--- src/rtl/baseband_pkg.sv ---
// rtl/baseband_pkg.sv - shared baseband types, constants and gain decode
package baseband_pkg;

  // Transmit conditioner sequencing states
  typedef enum logic [1:0] {
    ST_IDLE  = 2'd0,
    ST_PRIME = 2'd1,
    ST_RUN   = 2'd2
  } tx_state_t;

  // Bit of the audio threshold/control word that enables the path
  localparam int THR_EN_BIT = 30;

  // Priority decode of the gain-select bits into a left-shift amount.
  // The TX gain undoes the RX attenuation, so the mapping mirrors it.
  function automatic logic [3:0] gain_shift(input logic [4:0] thr);
    logic [3:0] k;
    if (thr[4])      k = 4'd0;
    else if (thr[3]) k = 4'd1;
    else if (thr[2]) k = 4'd2;
    else if (thr[1]) k = 4'd3;
    else if (thr[0]) k = 4'd8;
    else             k = 4'd0;
    return k;
  endfunction

endpackage

--- src/rtl/audio_tx_fifo.sv ---
// rtl/audio_tx_fifo.sv - synchronous elastic FIFO with flush
module audio_tx_fifo #(
  parameter int WIDTH = 12,
  parameter int DEPTH = 8
) (
  input  logic                     clk_in,
  input  logic                     rst,
  input  logic                     flush,
  input  logic                     push,
  input  logic                     pop,
  input  logic [WIDTH-1:0]         wdata,
  output logic [WIDTH-1:0]         rdata,
  output logic                     full,
  output logic                     empty,
  output logic [$clog2(DEPTH):0]   count
);

  localparam int AW = $clog2(DEPTH);
  localparam logic [AW:0] DEPTH_C = (AW+1)'(DEPTH);

  logic [WIDTH-1:0] mem [DEPTH];
  logic [AW-1:0]    wr_ptr;
  logic [AW-1:0]    rd_ptr;
  logic             do_push;
  logic             do_pop;
  logic [AW:0]      count_nx;

  // Qualify requests: no write when full, no read when empty, flush wins
  always_comb begin
    do_push  = push && !full && !flush;
    do_pop   = pop && !empty && !flush;
    count_nx = count;
    if (do_push && !do_pop)
      count_nx = count + 1'b1;
    else if (do_pop && !do_push)
      count_nx = count - 1'b1;
  end

  assign rdata = mem[rd_ptr];

  // Storage array; no reset needed since pointers define validity
  always_ff @(posedge clk_in) begin
    if (do_push)
      mem[wr_ptr] <= wdata;
  end

  // Pointers, occupancy and registered full/empty flags
  always_ff @(posedge clk_in or posedge rst) begin
    if (rst) begin
      wr_ptr <= '0;
      rd_ptr <= '0;
      count  <= '0;
      full   <= 1'b0;
      empty  <= 1'b1;
    end else if (flush) begin
      wr_ptr <= '0;
      rd_ptr <= '0;
      count  <= '0;
      full   <= 1'b0;
      empty  <= 1'b1;
    end else begin
      if (do_push)
        wr_ptr <= wr_ptr + 1'b1;
      if (do_pop)
        rd_ptr <= rd_ptr + 1'b1;
      count <= count_nx;
      full  <= (count_nx == DEPTH_C);
      empty <= (count_nx == '0);
    end
  end

endmodule

--- src/rtl/audio_tx_cond.sv ---
// rtl/audio_tx_cond.sv - TX audio scaler, elastic FIFO, strobe server and power meter
module audio_tx_cond
  import baseband_pkg::*;
#(
  parameter int AUDIO_WIDTH  = 21,
  parameter int MOD_WIDTH    = 12,
  parameter int FIFO_DEPTH   = 8,
  parameter int POW_WIN_LOG2 = 6
) (
  input  logic                   clk_in,
  input  logic                   rst,
  input  logic                   s_valid,
  output logic                   s_ready,
  input  logic [AUDIO_WIDTH-1:0] s_data,
  input  logic [30:0]            audio_thr,
  input  logic                   mod_strobe,
  output logic                   mod_valid,
  output logic [MOD_WIDTH-1:0]   mod_data,
  output logic [31:0]            power,
  output logic                   underrun,
  output logic                   sat_flag
);

  localparam int SW = AUDIO_WIDTH + 8;
  localparam int CW = $clog2(FIFO_DEPTH) + 1;
  localparam int QW = 2 * MOD_WIDTH;
  localparam logic [CW-1:0]        PRIME_LEVEL = CW'(FIFO_DEPTH / 2);
  localparam logic signed [SW-1:0] MOD_MAX = SW'((2 ** (MOD_WIDTH - 1)) - 1);
  localparam logic signed [SW-1:0] MOD_MIN = -(SW'(2 ** (MOD_WIDTH - 1)));

  tx_state_t              state;
  tx_state_t              state_nx;
  logic                   enable;
  logic                   enable_q;
  logic                   en_fall;
  logic [3:0]             k;
  logic signed [SW-1:0]   ext;
  logic signed [SW-1:0]   scaled;
  logic                   sat_hi;
  logic                   sat_lo;
  logic [MOD_WIDTH-1:0]   wdata;
  logic                   push;
  logic                   pop;
  logic                   flush;
  logic                   starve;
  logic [MOD_WIDTH-1:0]   fifo_rdata;
  logic                   fifo_full;
  logic                   fifo_empty;
  logic [CW-1:0]          fifo_count;
  logic signed [QW-1:0]   sq_in;
  logic signed [QW-1:0]   sq;
  logic [31:0]            sq32;
  logic [31:0]            acc;
  logic [POW_WIN_LOG2-1:0] win_cnt;

  assign enable  = audio_thr[THR_EN_BIT];
  assign en_fall = enable_q && !enable;

  // Gain shift and saturation of the incoming sample to modulator width
  always_comb begin
    k      = gain_shift(audio_thr[4:0]);
    ext    = SW'($signed(s_data));
    scaled = (ext <<< k) >>> 9;
    sat_hi = (scaled > MOD_MAX);
    sat_lo = (scaled < MOD_MIN);
    if (sat_hi)
      wdata = MOD_MAX[MOD_WIDTH-1:0];
    else if (sat_lo)
      wdata = MOD_MIN[MOD_WIDTH-1:0];
    else
      wdata = scaled[MOD_WIDTH-1:0];
  end

  // Sequencer state register
  always_ff @(posedge clk_in or posedge rst) begin
    if (rst)
      state <= ST_IDLE;
    else
      state <= state_nx;
  end

  // Next-state and handshake decode; dropping enable always returns to IDLE
  always_comb begin
    state_nx = state;
    s_ready  = 1'b0;
    push     = 1'b0;
    pop      = 1'b0;
    starve   = 1'b0;
    flush    = !enable || (state == ST_IDLE);
    case (state)
      ST_IDLE: begin
        state_nx = ST_PRIME;
      end
      ST_PRIME: begin
        s_ready = enable && !fifo_full;
        if (fifo_count >= PRIME_LEVEL)
          state_nx = ST_RUN;
      end
      ST_RUN: begin
        s_ready = enable && !fifo_full;
        pop     = mod_strobe && !fifo_empty;
        starve  = mod_strobe && fifo_empty;
        if (starve)
          state_nx = ST_PRIME;
      end
      default: begin
        state_nx = ST_IDLE;
      end
    endcase
    push = s_valid && s_ready;
    if (!enable)
      state_nx = ST_IDLE;
  end

  audio_tx_fifo #(
    .WIDTH (MOD_WIDTH),
    .DEPTH (FIFO_DEPTH)
  ) u_fifo (
    .clk_in (clk_in),
    .rst    (rst),
    .flush  (flush),
    .push   (push),
    .pop    (pop),
    .wdata  (wdata),
    .rdata  (fifo_rdata),
    .full   (fifo_full),
    .empty  (fifo_empty),
    .count  (fifo_count)
  );

  // Serve every strobe one clock later; outside RUN or when starved the word is 0
  always_ff @(posedge clk_in or posedge rst) begin
    if (rst) begin
      mod_valid <= 1'b0;
      mod_data  <= '0;
      underrun  <= 1'b0;
    end else begin
      mod_valid <= mod_strobe;
      underrun  <= starve;
      if (mod_strobe)
        mod_data <= pop ? fifo_rdata : '0;
    end
  end

  // Enable edge tracking and sticky saturation flag cleared when enable drops
  always_ff @(posedge clk_in or posedge rst) begin
    if (rst) begin
      enable_q <= 1'b0;
      sat_flag <= 1'b0;
    end else begin
      enable_q <= enable;
      if (en_fall)
        sat_flag <= 1'b0;
      else if (push && (sat_hi || sat_lo))
        sat_flag <= 1'b1;
    end
  end

  assign sq_in = QW'($signed(mod_data));
  assign sq    = sq_in * sq_in;
  assign sq32  = {{(32 - QW){1'b0}}, sq};

  // Windowed power: accumulate squares of served words, publish at window end
  always_ff @(posedge clk_in or posedge rst) begin
    if (rst) begin
      acc     <= '0;
      win_cnt <= '0;
      power   <= '0;
    end else if (en_fall) begin
      acc     <= '0;
      win_cnt <= '0;
    end else if (mod_valid) begin
      win_cnt <= win_cnt + 1'b1;
      if (win_cnt == '1) begin
        power <= acc + sq32;
        acc   <= '0;
      end else begin
        acc <= acc + sq32;
      end
    end
  end

endmodule

--- config.mk ---
export PLATFORM = sky130hd
export DESIGN_NAME = audio_tx_cond
export DESIGN_NICKNAME = d
export VERILOG_FILES = /design/src/rtl/baseband_pkg.sv /design/src/rtl/audio_tx_fifo.sv /design/src/rtl/audio_tx_cond.sv
export SDC_FILE = /design/constraint.sdc
export NUM_CORES = 1
export LEC_CHECK = 0
export ABC_AREA = 1
export CORE_UTILIZATION = 33
export CTS_BUF_LIST = sky130_fd_sc_hd__clkbuf_4 sky130_fd_sc_hd__clkbuf_8
export DETAILED_ROUTE_END_ITERATION = 10
export HOLD_SLACK_MARGIN = 0.02
export PLACE_DENSITY = 0.54
export SLEW_MARGIN = 20
export SYNTH_ARGS = -nofsm -noshare
export SYNTH_HDL_FRONTEND = slang
export SYNTH_SLANG_ARGS = --single-unit
export TNS_END_PERCENT = 10
--- constraint.sdc ---
create_clock -name clk_in -period 8.8 [get_ports clk_in]
set_clock_uncertainty 0.2 [all_clocks]
set_input_delay 1.32 -clock clk_in [delete_from_list [all_inputs] [get_ports clk_in]]
set_output_delay 1.32 -clock clk_in [all_outputs]
set_load 0.02 [all_outputs]
==> results of run 1 <==
## cell type report
class	instances	area [um^2]
Fill cell	4709	28300
Multi-Input combinational cell	1162	8380
Sequential cell	196	5390
Inverter	338	1270
Timing Repair Buffer	96	916
Tap cell	600	751
Clock buffer	18	241
Clock inverter	14	198
## power groups by stage
stage               Clock (W)  Combinational, W  Sequential [W]
floorplan                   0          0.000152         0.00102
global placement            0          0.000230         0.00102
global route         0.000698          0.000261         0.00100
finish               0.000644          0.000231         0.00100
detailed placement          0          0.000233         0.00102
CTS                  0.000665          0.000235         0.00100
## Yosys cell counts (2+ instances only)
cell / count
nor2_4: 3
inv_1: 327
nand2_1: 356
buf_1: 4
nor2_2: 4
clkbuf_1: 36
xnor2_1: 18
o221ai_1: 19
nor4_1: 5
a21o_1: 2
o21ai_0: 116
or2_2: 6
nor2_1: 108
dfrtp_1: 99
xor2_1: 34
edfxtp_1: 96
o22ai_1: 8
nand2_2: 7
inv_2: 10
a32o_1: 3
nand4_1: 11
and2_1: 2
buf_4: 4
o211ai_1: 5
buf_2: 6
mux2i_1: 20
nand3_1: 87
o21bai_1: 5
a21oi_1: 65
o21ai_1: 9
buf_6: 2
fa_1: 120
a211oi_1: 4
nor3_1: 25
ha_1: 94
o211ai_2: 6
nand2_4: 2
o31ai_1: 7
## kinds of logic (layout without fill, tap and decap cells)
kind of cell,Yosys count,count (layout),share of synthesized area
and+or+nand+nor,620,620,0.172
xor gates and xnor gates,52,52,0.0299
AOI/OAI and AO/OA,256,256,0.0990
adders and majority gates,214,214,0.235
DFF,196,196,0.353
buffers and inverters,390,466,0.0985
muxes,20,20,0.0131
## metal layers
layer,global-route usage,up-vias
met2,0.292,163
li1,-,5722
met3,0.0214,26
met1,0.209,5666
met5,0,-
met4,0.0369,0
## metrics by stage
step | cells | setup slack (ns)
2_1_floorplan | 1748 | 1.92
3_3_place_gp | 2392 | 1.15
3_5_place_dp | 2392 | 0.985
4_1_cts | 2424 | 0.930
5_1_grt | 2424 | 0.152
6_report | 2424 | 0.949
## worst max-delay path by stage
| stage | start | slack [ns] | to |
|---|---|---|---|
| after global routing | mod_data[11]$_DFFE_PP0P_ | 0.15 | acc[26]$_DFFE_PP0P_ |
| after detailed placement | mod_data[11]$_DFFE_PP0P_ | 0.99 | acc[26]$_DFFE_PP0P_ |
| after global placement | mod_data[11]$_DFFE_PP0P_ | 1.15 | acc[26]$_DFFE_PP0P_ |
| after floorplan | mod_data[11]$_DFFE_PP0P_ | 1.92 | acc[29]$_DFFE_PP0P_ |
| after CTS | mod_data[11]$_DFFE_PP0P_ | 0.93 | acc[26]$_DFFE_PP0P_ |
| final | mod_data[11]$_DFFE_PP0P_ | 0.95 | acc[27]$_DFFE_PP0P_ |
## tightest hold or removal path: stages (launching register included)
cell,delay [ns]
dfrtp_1,0.35
nand2_1,0.05
o21ai_0,0.06
## flip-flops by register name, indices dropped and copies added, names as in the netlist
name	cells
mod_data	12
underrun	1
win_cnt	6
acc	32
power	32
u_fifo.rd_ptr	3
mod_valid	1
state	2
u_fifo.empty	1
sat_flag	1
enable_q	1
u_fifo.mem	96
u_fifo.count	4
u_fifo.full	1
u_fifo.wr_ptr	3
## layout by cell type, fill, tap and decap left out, drive strengths merged, types with 18 or more instances in the layout
cell type	netlist	final
ha	94	94
edfxtp	96	96
a21oi	66	66
nor3	25	25
clkdlybuf4s50	0	78
dfrtp	99	99
nand2	365	365
o21ai	126	126
xor2	34	34
buf	16	18
clkbuf	36	18
fa	120	120
o221ai	19	19
xnor2	18	18
inv	337	346
nand3	88	88
mux2i	20	20
nor2	115	115
==> metrics.cfg, run 1 <==
[timing]
fin_setup_tns_ns=0
whs_ns=0.291
worst_pin_slew_ns=0.754
slew_headroom=0.496
setup_viol=0
rsz0062_at_grt=no
fin_crit_ns=7.85
max_freq_mhz=127
slew_violations=0
fin_crit_sh=0.892
hold_viol=0

[setup_path]
crit_cells=32
critPathKind=reg2reg
slowest_delay_ns=0.74
worstPathArrival_ns=8.01
regToRegSetupSlack_ns=0.95
r2r_start=mod_data[11]$_DFFE_PP0P_
start_kind=flop
crit_family=adder cells
slowest_stage=dfrtp_1
r2r-end=acc[27]$_DFFE_PP0P_
critPathBufInv=7
path_max_fanout=17
path_common_cell=inv_1
required_ns=8.96
cp-end-kind=flop
worstRegToRegCells=32

[power]
switching_power_w=0.000536
max-vdd-ir-drop_mv=0.0818
powerDensity_nw_per_um2=109
clkPwrFrac=0.343
netSwitchingFraction=0.286
p_seq_frac=0.533
power.total_w=0.00188
pwr-share-comb=0.123
intPower_w=0.00134
power_leakage_nw=8.33

[hold_path]
hold_start=power[12]$_DFFE_PP0P_
hold_end=power[12]$_DFFE_PP0P_
hp-class=reg2reg
whs_path_depth=2

[place]
io_buffer_count=78
dpl-instance-area_um2=16700
gp_congestion=0.893
dp_hpwl_mm=28.1

[clock_tree]
cts_setup_buffers=0
cts_root_buf=clkbuf_8
cts_tree=built
cts_max_level=4
clkSinkCount=196
clk_pin_slew_ns=0.12
post_cts_resized=0
clk_latency_ns=0.50
cts_buffer_depth=2
hold_buffers=0
numCtsBuffers=17

[detailed_routing]
met1Wirelength_mm=16.5
ant_nets=0
drc=0
vias=11600
drt_iter0_drc=617
wl_met3_mm=1.02
wl_per_cell_um=15.0
dr_wl_met2_mm=18.4
via_per_inst=4.78
dr.pass1.iters=4
highest_layer=met4
wl_mm=36.5

[final_layout]
final_util=0.377
drive_gt1_frac=0.0559
fin_nets=2081
insertedDiodeCount=0
area_delta_synth_final_pct=12.5
design_area_um2=17100

[global_routing]
grt_pass1_vias=12100
gr-total-overflow=0
gr-usage-all-layers=0.164
grt_pass1_wl_mm=61.3
antenna_found_initial=0
grt_start_max_net_pins=52

[synthesis]
syn_nets=2018
synth-edff-count=96
synth_seq_cells=196
yosys_most_used_dff=dfrtp_1
yosys.area.top_type_share=0.189
yosys_warnings=0
synth_cell_types=51
yosysTopAreaCell=edfxtp_1
synth.avg_cell_area_um2=8.72
syn_inst=1748
synth.cell_area_um2=15200
seq_area_frac_synth=0.353
synth_async_sr_flop_share=0.510
synthTopCellsByArea=edfxtp_1, dfrtp_1, fa_1

[floorplan]
floorplan.rows=78
core_um2=45500
die_h_um=217
die_area_um2=47100
ios=104
start_util=0.335
die_width_um=217

[status]
status=complete, no violations

[job]
drv_cap=0

Note: power is estimated with default switching activity, not from simulation.
==> run 2, diff against run 1 <==
--- a/config.mk
+++ b/config.mk
@@ -11,8 +11,10 @@
 export DETAILED_ROUTE_END_ITERATION = 10
 export HOLD_SLACK_MARGIN = 0.02
 export PLACE_DENSITY = 0.54
+export SKIP_CTS_REPAIR_TIMING = 1
 export SLEW_MARGIN = 20
 export SYNTH_ARGS = -nofsm -noshare
 export SYNTH_HDL_FRONTEND = slang
+export SYNTH_HIERARCHICAL = 1
 export SYNTH_SLANG_ARGS = --single-unit
 export TNS_END_PERCENT = 10
==> run 2 against run 1 <==
Net effect: setup slack better by 0.19 ns; utilization down 0.15 points; critical path depth down 3; via count up 1.9%; flip-flop and latch count unchanged; sequential share of layout area about the same; cell area about the same; die area up 0.70%; sequential power about the same; maximum frequency up 2.5%; power down 4.7%.
==> metrics.cfg, run 2 <==
[status]
status=complete, no violations

[setup_path]
slowest_delay_ns=0.63  ; -0.11 ns
critPathKind=reg2reg
regToRegSetupSlack_ns=1.14  ; +0.19 ns
slowest_stage=dfrtp_1
critPathBufInv=6  ; -1
required_ns=9.05  ; +0.09 ns
cp-end-kind=flop
worstRegToRegCells=29  ; -9.4%
worstPathArrival_ns=7.91  ; -0.10 ns
crit_start=mod_data[3]$_DFFE_PP0P_
start_kind=flop
path_max_fanout=13  ; -4
crit_family=adder cells
path_common_cell=inv_1
r2r_start=mod_data[3]$_DFFE_PP0P_
r2r-end=power[23]$_DFFE_PP0P_

[detailed_routing]
drc=0  ; unchanged
wl_per_cell_um=15.0  ; -0.44%
wl_mm=37.1  ; +1.7%
via_per_inst=4.77  ; -0.21%
vias=11800  ; +1.9%
dr.pass1.iters=5  ; +1
ant_nets=0  ; unchanged
drt_iter0_drc=641  ; +3.9%

[clock_tree]
clk_pin_slew_ns=0.11  ; about the same
cts_tree=built
cts_root_buf=clkbuf_8
numCtsBuffers=17  ; unchanged
clk_latency_ns=0.51  ; about the same
cts_max_level=4  ; unchanged
cts_buffer_depth=2  ; unchanged
clkSinkCount=196  ; unchanged

[timing]
fin_crit_ns=7.66  ; -0.191 ns
hold_viol=0  ; unchanged
slew_headroom=0.386  ; -0.111
slew_violations=0  ; unchanged
fin_crit_sh=0.870  ; -0.0217
whs_ns=0.281  ; -0.00999 ns
fin_setup_tns_ns=0  ; unchanged
rsz0062_at_grt=no
worst_pin_slew_ns=0.921  ; +0.167 ns
setup_viol=0  ; unchanged
max_freq_mhz=131  ; +2.5%

[synthesis]
synth_seq_cells=196  ; unchanged
synth_cell_types=53  ; +3.9%
yosysTopAreaCell=edfxtp_1
synth.cell_area_um2=15400  ; +0.71%
synth.avg_cell_area_um2=8.52  ; -2.3%
seq_area_frac_synth=0.351  ; -0.00248
yosysMostFrequentCell=nand2_1
yosys_warnings=6  ; +6
syn_inst=1802  ; +3.1%
synth_async_sr_flop_share=0.510  ; unchanged
yosys_most_used_dff=dfrtp_1
syn_nets=2072  ; +2.7%
yosys.area.top_type_share=0.188  ; -0.00133
synthTopCellsByCount=nand2_1, inv_1, nor2_1
synth-edff-count=96  ; unchanged
synthTopCellsByArea=edfxtp_1, dfrtp_1, fa_1

[final_layout]
register_area_um2=5390  ; unchanged
multi_input_area_um2=8480  ; +1.2%
largest-register=u_fifo/mem
area_delta_synth_final_pct=11.7
insertedDiodeCount=0  ; unchanged
layout_common_cells=nand2_1, inv_1, nor2_1
layout_commonest_cell=nand2_1
fill_cells=4731  ; +0.47%
drive_gt1_frac=0.0512  ; -0.00472
largest_register_ffs=96  ; unchanged
reg_top3=u_fifo/mem x96, acc x32, power x32
fin_nets=2132  ; +2.5%

[job]
drv_cap=0  ; unchanged

[place]
gp_congestion=0.888  ; -0.64%
io_buffer_count=78  ; unchanged
dp_hpwl_mm=28.2  ; +0.57%

[power]
max-vdd-ir-drop_mv=0.0875  ; +7.0%
power.total_w=0.00179  ; -4.7%
power_leakage_nw=8.56  ; +2.7%
powerDensity_nw_per_um2=104  ; -4.8%

[hold_path]
hp-class=reg2reg
hold_end=power[2]$_DFFE_PP0P_
hold_start=power[2]$_DFFE_PP0P_
whs_path_depth=2  ; unchanged

[global_routing]
gr-total-overflow=0  ; unchanged
grt_start_max_net_pins=66  ; +27%
grt_pass1_vias=12000  ; -0.44%
antenna_found_initial=0  ; unchanged
grt_pass1_wl_mm=62.2  ; +1.3%
gr-usage-all-layers=0.166  ; +0.00241

[floorplan]
start_util=0.336  ; +0.000923
floorplan.rows=78  ; unchanged
ios=104  ; unchanged
die_area_um2=47400  ; +0.70%
die_h_um=218  ; +0.35%
die_width_um=218  ; +0.35%
core_um2=45700  ; +0.43%

==> run 2: cell count changes after synthesis, moves of 19 or more <==
cell	before	now
nor2_1	108	148
o221ai_1	19	0
o32ai_1	0	24
mux2i_1	20	1
nand2_1	356	404
nand3_1	87	106
==> run 2: worst reg2reg max path: cells and delay by family (launching register included) <==
| kind | cells | cell delay (ns) |
|---|---|---|
| fa+ha+maj | 7 | 3.38 |
| simple gates | 9 | 1.38 |
| compound gates | 6 | 1.16 |
| buf+inv | 6 | 0.69 |
| flops | 1 | 0.63 |
| xor+xnor | 1 | 0.19 |
==> run 2: area by class of cell <==
class / count / share of cell area
Timing Repair Buffer: 95 / 0.0530
Inverter: 324 / 0.0712
Sequential cell: 196 / 0.314
Tap cell: 600 / 0.0438
Clock inverter: 15 / 0.00999
Multi-Input combinational cell: 1228 / 0.494
Clock buffer: 17 / 0.0136
==> run 2: kinds of logic after synthesis <==
group                      count (synthesis)  synth area share
and+or+nand+nor                          718             0.196
buffers and inverters                    378            0.0975
AOI/OAI and AO/OA                        250            0.0958
adders and majority gates                214             0.233
DFF                                      196             0.351
xor gates and xnor gates                  44            0.0251
muxes                                      2           0.00139
==> run 2: report_power, final <==
part / internal, W / switching (W)
registers: 0.000984 / 0.00000918
logic: 0.0000657 / 0.000130
clock network: 0.000237 / 0.000361
total: 0.00129 / 0.000500
==> run 2: per-layer routing <==
layer / wire (um) / global-route usage / vias up
met1: 17500 / 0.226 / 5682
met4: 544 / 0.0425 / 0
met5: 0 / 0 / -
met3: 1260 / 0.0222 / 32
li1: - / - / 5869
met2: 17800 / 0.276 / 213
==> run 2: stage by stage <==
stage	std cells	util	cell area, um^2	setup WS (ns)
finish	2475	0.376	17200	1.14
global route	2475	0.376	17200	0.608
CTS	2475	0.376	17200	1.13
detailed placement	2443	0.367	16700	1.18
global placement	2443	0.367	16700	1.24
floorplan	1802	-	15400	2.00
==> run 2: worst max path at each step <==
stage / slack, ns / cells past startpoint / endpoint
4_1_cts: 1.13 / 29 / power[23]$_DFFE_PP0P_
2_1_floorplan: 2.00 / 31 / acc[23]$_DFFE_PP0P_
3_5_place_dp: 1.18 / 29 / power[23]$_DFFE_PP0P_
6_report: 1.14 / 29 / power[23]$_DFFE_PP0P_
3_3_place_gp: 1.24 / 29 / power[23]$_DFFE_PP0P_
5_1_grt: 0.61 / 30 / power[23]$_DFFE_PP0P_
==> run 3, diff against run 2 <==
--- a/config.mk
+++ b/config.mk
@@ -6,6 +6,7 @@
 export NUM_CORES = 1
 export LEC_CHECK = 0
 export ABC_AREA = 1
+export ABC_CLOCK_PERIOD_IN_PS = 8800
 export CORE_UTILIZATION = 33
 export CTS_BUF_LIST = sky130_fd_sc_hd__clkbuf_4 sky130_fd_sc_hd__clkbuf_8
 export DETAILED_ROUTE_END_ITERATION = 10
==> results of run 3 <==
The final DEF is identical to that of run 2; final timing and power are the same.
